## config.mk

```make
export PLATFORM = sky130hd
export DESIGN_NAME = alu_nzcv_pipe
export DESIGN_NICKNAME = d
export VERILOG_FILES = /design/src/rtl/alu_nzcv_pipe.sv
export SDC_FILE = /design/constraint.sdc
export NUM_CORES = 1
export LEC_CHECK = 0
export ABC_AREA = 1
export CAP_MARGIN = 20
export CORE_ASPECT_RATIO = 1.75
export CORE_UTILIZATION = 51
export CTS_BUF_LIST = sky130_fd_sc_hd__clkbuf_2 sky130_fd_sc_hd__clkbuf_4 sky130_fd_sc_hd__clkbuf_8
export CTS_CLUSTER_DIAMETER = 120
export DETAILED_ROUTE_END_ITERATION = 8
export GPL_TIMING_DRIVEN = 0
export PLACE_DENSITY = 0.83
export SYNTH_ARGS = -nofsm -noshare
export SYNTH_HDL_FRONTEND = slang
export SYNTH_SLANG_ARGS = --single-unit
```

## constraint.sdc

```tcl
create_clock -name clk -period 4 [get_ports clk]
set_input_delay 0.8 -clock clk [delete_from_list [all_inputs] [get_ports clk]]
set_output_delay 0.8 -clock clk [all_outputs]
set_load 0.01 [all_outputs]
```

## src/rtl/alu_nzcv_pipe.sv

```systemverilog
// Two-stage ALU: S1 registers operands/op, S2 executes into the output register and
// updates the architectural NZCV register. Valid/ready on both sides, capacity 2 under stall.
module alu_nzcv_pipe #(
    parameter int WIDTH = 4,
    parameter int SHW   = $clog2(WIDTH)
) (
    input  logic             clk,
    input  logic             rst_n,
    input  logic             in_valid,
    output logic             in_ready,
    input  logic [WIDTH-1:0] in_a,
    input  logic [WIDTH-1:0] in_b,
    input  logic [2:0]       in_op,
    output logic             out_valid,
    input  logic             out_ready,
    output logic [WIDTH-1:0] out_res,
    output logic [3:0]       out_nzcv,
    output logic [3:0]       flags
);
    localparam int MSB = WIDTH - 1;

    typedef struct packed {
        logic [WIDTH-1:0] a;
        logic [WIDTH-1:0] b;
        logic [2:0]       op;
    } req_t;

    logic             s1_valid_q;
    req_t             s1_q;
    logic             out_valid_q;
    logic [WIDTH-1:0] res_q;
    logic [3:0]       nzcv_q;
    logic [3:0]       flags_q;

    logic             adv;
    logic [WIDTH-1:0] res_d;
    logic [3:0]       nzcv_d;
    logic             c_d;
    logic             v_d;
    logic [WIDTH-1:0] bx;
    logic             cin;
    logic [WIDTH:0]   sum;
    logic [SHW-1:0]   shamt;
    logic [WIDTH:0]   shext;

    assign adv      = !out_valid_q || out_ready;
    assign in_ready = !s1_valid_q || adv;

    // op[1] selects subtract (invert B), op[0] takes carry-in from the stored C flag
    always_comb begin
        res_d = '0;
        c_d   = 1'b0;
        v_d   = 1'b0;
        bx    = s1_q.op[1] ? ~s1_q.b : s1_q.b;
        cin   = s1_q.op[0] ? flags_q[1] : s1_q.op[1];
        sum   = {1'b0, s1_q.a} + {1'b0, bx} + {{WIDTH{1'b0}}, cin};
        shamt = s1_q.b[SHW-1:0];
        shext = {1'b0, s1_q.a} << shamt;
        case (s1_q.op)
            3'b000, 3'b001, 3'b010, 3'b011: begin
                res_d = sum[WIDTH-1:0];
                c_d   = sum[WIDTH];
                if (s1_q.op[1])
                    v_d = (s1_q.a[MSB] != s1_q.b[MSB]) && (res_d[MSB] != s1_q.a[MSB]);
                else
                    v_d = (s1_q.a[MSB] == s1_q.b[MSB]) && (res_d[MSB] != s1_q.a[MSB]);
            end
            3'b100: res_d = s1_q.a & s1_q.b;
            3'b101: res_d = s1_q.a | s1_q.b;
            3'b110: res_d = s1_q.a ^ s1_q.b;
            default: begin
                // extra top bit of the shifted value is the last bit shifted out
                if ({1'b0, shamt} < (SHW+1)'(WIDTH)) begin
                    res_d = shext[WIDTH-1:0];
                    c_d   = shext[WIDTH];
                end
            end
        endcase
        nzcv_d = {res_d[MSB], res_d == '0, c_d, v_d};
    end

    always_ff @(posedge clk or negedge rst_n) begin
        if (!rst_n) begin
            s1_valid_q  <= 1'b0;
            s1_q        <= '0;
            out_valid_q <= 1'b0;
            res_q       <= '0;
            nzcv_q      <= '0;
            flags_q     <= '0;
        end else begin
            if (in_ready) begin
                s1_valid_q <= in_valid;
                if (in_valid) s1_q <= '{a: in_a, b: in_b, op: in_op};
            end
            if (adv) begin
                out_valid_q <= s1_valid_q;
                if (s1_valid_q) begin
                    res_q   <= res_d;
                    nzcv_q  <= nzcv_d;
                    flags_q <= nzcv_d;
                end
            end
        end
    end

    assign out_valid = out_valid_q;
    assign out_res   = res_q;
    assign out_nzcv  = nzcv_q;
    assign flags     = flags_q;
endmodule

```

# --- After elaboration in Yosys (flattened, before gate mapping) ---
# Index checks and enable logic that the tools add are counted.
word_totals:
  register_bits: 21
  input_bits: 15
  word_cells: 41
classes:
  add_sub_neg: 2
  n_eq_ne: 9
  n_shift: 1
  mux: 6
  n_bitwise: 4
  n_reduce_logical: 12
ops:
  columns: ["cell", "count"]
  rows:
  - ["$pmux W4 S4", 1]
  - ["$eq A3 B3 Y1 const B", 3]
  - ["$eq A3 B2 Y1 const B", 2]
  - ["$add A4 B4 Y5", 1]
  - ["$add A5 B1 Y5", 1]
  - ["$shl A4 B2 Y5", 1]
  - ["$and A4 B4 Y4", 1]
  - ["$logic_not A4 Y1", 1]
  - ["$mux W4", 1]
  - ["$not A4 Y4", 1]
  - ["$or A4 B4 Y4", 1]
  - ["$reduce_and A2 Y1", 2]
  - ["$reduce_or A4 Y1", 1]
  - ["$xor A4 B4 Y4", 1]
  - ["$eq A3 B1 Y1 const B", 1]
  - ["$logic_not A3 Y1", 1]
  - ["$mux W1", 3]
  - ["$reduce_or A3 Y1", 1]
  - ["$logic_and A1 B1 Y1", 2]
  - ["$logic_not A1 Y1", 2]
  - ["$logic_or A1 B1 Y1", 2]
  - ["$ne A1 B1 Y1", 2]
  - ["$pmux W1 S2", 1]
  - ["$eq A1 B1 Y1", 1]

# --- Depth between registers and ports, before layout ---
logic_depth:
  depth_word: 8
  depth_mapped: 13
  ltp_nobuf: 13

# --- Least setup slack after synthesis ---
# No wires, ideal clock.
synth_path:
  path_kind: "reg-to-reg"
  start: "reg s1_q[1] in the netlist's numbering"
  end: "reg flags_q[2], in the netlist flags[2]"
  setup_ns: 0.117
  arrival_time_ns: 2.031
  path_slack_ns: 1.851
  stages_incl_launch_ff: 13
  path_buffers: 1
  cell_sequence: "dfrtp_1 buf_6 xor2_1 fa_1 fa_1 nand2_1 nand2_1 o21ai_0 inv_1 nand2_1 nor2_2 nand3_1 nand2_1"
synth_via:
  elab_chain_len: 5
synth_lines:
  columns: ["element", "line_no", "text"]
  rows:
  - ["start: declaration", "29", "req_t s1_q;"]
  - ["start signal: assignment", "93", "if (in_valid) s1_q <= '{a: in_a, b: in_b, op: in_op};"]
  - ["$mux W4", "54", "bx = s1_q.op[1] ? ~s1_q.b : s1_q.b;"]
  - ["$add A4 B4 Y5", "56", "sum = {1'b0, s1_q.a} + {1'b0, bx} + {{WIDTH{1'b0}}, cin};"]
  - ["$add A5 B1 Y5", "56", null]
  - ["$pmux W4 S4 *", "59", "case (s1_q.op)"]
  - ["$logic_not A4 Y1 *", "79", "nzcv_d = {res_d[MSB], res_d == '0, c_d, v_d};"]
  - ["end signal: assignment", "100", "flags_q <= nzcv_d;"]
  - ["end: declaration", "33", "logic [3:0] flags_q;"]
# Mark *: on every way between the ends. The rest lies on a longest branch, timed or not.
# A chain may end at the register's enable or synchronous reset.

# --- Worst setup path after layout ---
layout_path:
  start: "in out_ready"
  end: "out in_ready"
layout_via:
  elab_chain_len: 2
layout_lines:
  columns: ["element", "line_no", "text"]
  rows:
  - ["start: declaration", "15", "input logic out_ready,"]
  - ["$logic_or A1 B1 Y1", "46", "assign adv = !out_valid_q || out_ready;"]
  - ["$logic_or A1 B1 Y1", "47", "assign in_ready = !s1_valid_q || adv;"]
  - ["end: declaration", "10", "output logic in_ready,"]
# Every way passes these cells.

==> metrics.yaml <==
clock_tree:
  clk_latency_ps: 260
  cts_inserted_buffers: 3
  clock-sinks: 20
  cts_tree: "yes"
  post_cts_buffers: 0
  cts_hold_buf: 0
  cts_root_buffer: "clkbuf_8"
  cts_resized: 0
  cts.path.max_buffers: 2
  clk_pin_slew_ps: 70
  h-tree-depth: 1
cells_and_area:
  post-route-util_pct: 68.7
  area_growth_pct: 25.3
  drive_gt1_share_pct: 7.87
  diodes: 0
  nets: 247
global_routing:
  antenna_found_initial: 0
  grt_pass1_vias: 1339
  grt_max_degree: 21
  track_usage_pct: 23.8
  grt_overflow: 0
  grt_pass1_wl_um: 5620
floorplanning:
  io_pins: 29
  chipWidth_um: 41.6
  rows: 24
  start_util_pct: 54.9
  die_h_um: 71.3
  die-area_sq_um: 2970
  core_sq_um: 2550
routing:
  wire_per_inst_um: 13.4
  drt-initial-drc-count: 35
  vias_per_cell: 5.55
  dr.pass1.iters: 4
  drc: 0
  num_vias: 1342
  antenna_left: 0
  wirelength_um: 3240
logic_synthesis:
  netlist_area_sq_um: 1400
  synth.most_common_cell: "nand2_1"
  synth_seq_cells: 20
  synthesis.nets: 214
  synth-edff-count: 0
  syn_area_per_cell_sq_um: 7.57
  ys.flop_type: "dfrtp_1"
  yosysSeqAreaShare_pct: 35.7
  synthCells: 185
  yosysWarnings: 0
  synth_top_area_share_pct: 35.7
  synth_area_leaders: "dfrtp_1, ha_1, nand2_1, nor2_1, nand3_1"
  synth_cell_types: 22
  yosysTopAreaCell: "dfrtp_1"
  synth_common_cells: "nand2_1, nor2_1, dfrtp_1, inv_1, nand3_1"
  async_reset_ff_share_pct: 100
placement:
  dp_hpwl_um: 2560
  numPortBuffers: 28
  gp_congestion: 0.928
timing:
  skew_ps: 1.26
  finalSetupViolations: 0
  layout_min_cycle_time_ps: 2780
  tightest_slew_ps: 909
  period_share_pct: 69.5
  grt_setup_unrepaired: "no"
  slew_headroom_pct: 39.2
  finalSetupTns_ps: 0
  slew_violations: 0
  hold_ws_ps: 488
  fmax_ghz: 0.360
  hold_viol: 0
worst_setup_path:
  cp.required_ps: 3200
  crit_top_cell: "clkdlybuf4s50_1"
  worstPathArrival_ps: 1980
  crit_path_end_kind: "primary output"
  crit_fanout: 3
  worst_path_max_delay_cell: "clkdlybuf4s50_1"
  setup.worst_path.class: "in2out"
  start_kind: "input port"
  path_cells: "clkdlybuf4s50_1 -> inv_1 -> nand3_1 -> clkdlybuf4s50_1"
  max_stage_delay_ps: 560
power:
  p_leak_nw: 0.894
  power_density_nw_per_um2: 529
  worst_ir_drop_vdd_mv: 0.266
flow_run:
  maxCapViolations: 0
outcome:
  status: "finished clean"
min_path:
  hp-class: "reg2reg"
-- flip-flops by register name, summed over array words and instances, names as in the netlist --
register    cells
out_valid       1
s1_q           11
out_res         4
flags           3
s1_valid_q      1
-- worst paths after layout --
kind,slack [ps],endpoint,depth (start not counted),startpoint
setup / recovery,1220,in_ready,4,out_ready
hold / removal,490,out_res[0]$_DFFE_PN0P_,2,out_res[0]$_DFFE_PN0P_
setup reg to reg,1480,flags[2]$_DFFE_PN0P_,12,s1_q[0]$_DFFE_PN0P_
hold reg to reg,490,out_res[0]$_DFFE_PN0P_,2,out_res[0]$_DFFE_PN0P_
max in group asynchronous,2400,s1_q[1]$_DFFE_PN0P_,1,rst_n
min in group asynchronous,1050,out_res[2]$_DFFE_PN0P_,1,rst_n
-- critical path: cells and delay by family --
kind / cells / cell delay, ps
simple gates: 1 / 130
buf+inv: 3 / 1060
-- layout make-up --
type / count / area (sq um)
inverters: 22 / 82.6
multi-input cells: 133 / 748
plain buffers: 10 / 68.8
flip-flops and latches: 20 / 500
repair buffers: 28 / 280
clock buffers: 3 / 41.3
well taps: 26 / 32.5
fillers: 219 / 798
-- routing by layer --
layer / wire, um / vias to the layer above / GRT usage [%]
li1: - / 662 / -
met1: 1250 / 616 / 24.7
met2: 1810 / 55 / 46.9
met3: 119 / 9 / 2.27
met4: 69 / 0 / 9.32
met5: 0 / - / 0
-- metrics by stage --
| stage | area [sq um] | setup WS, ps | instances | power (mW) |
|---|---|---|---|---|
| floorplan | 1400 | 1850 | 185 | 0.599 |
| global placement | 1710 | 1240 | 239 | 0.779 |
| detailed placement | 1710 | 1220 | 239 | 0.798 |
| CTS | 1750 | 1220 | 242 | 0.929 |
| global route | 1750 | 1190 | 242 | 1.00 |
| finish | 1750 | 1220 | 242 | 0.928 |
-- cell usage in the layout (no fill, tap or decap), drive strengths merged --
master / synthesis / final
nand2: 36 / 36
clkdlybuf4s50: 0 / 28
nor2: 28 / 28
inv: 22 / 22
dfrtp: 20 / 20
nand3: 16 / 16
a21oi: 14 / 14
ha: 12 / 12
o21ai: 9 / 9
buf: 9 / 9
nand4: 6 / 6
xor2: 4 / 4
clkbuf: 1 / 4
o211ai: 3 / 3
o21a: 2 / 2
fa: 2 / 2
a31oi: 1 / 1
-- cell families after synthesis --
group                      share of synthesized area (%)
and+or+nand+nor                                     25.7
DFF                                                 35.7
buffers and inverters                               10.8
xor gates and xnor gates                            2.50
adders and majority gates                           13.6
AOI/OAI and AO/OA                                   11.6
-- power by group --
group	switching, mW	internal, mW	total [mW]
logic	0.251	0.244	0.495
clock network	0.0660	0.0671	0.133
registers	0.0461	0.254	0.300
total	0.363	0.565	0.928
Note: power is estimated with default switching activity, not from simulation.
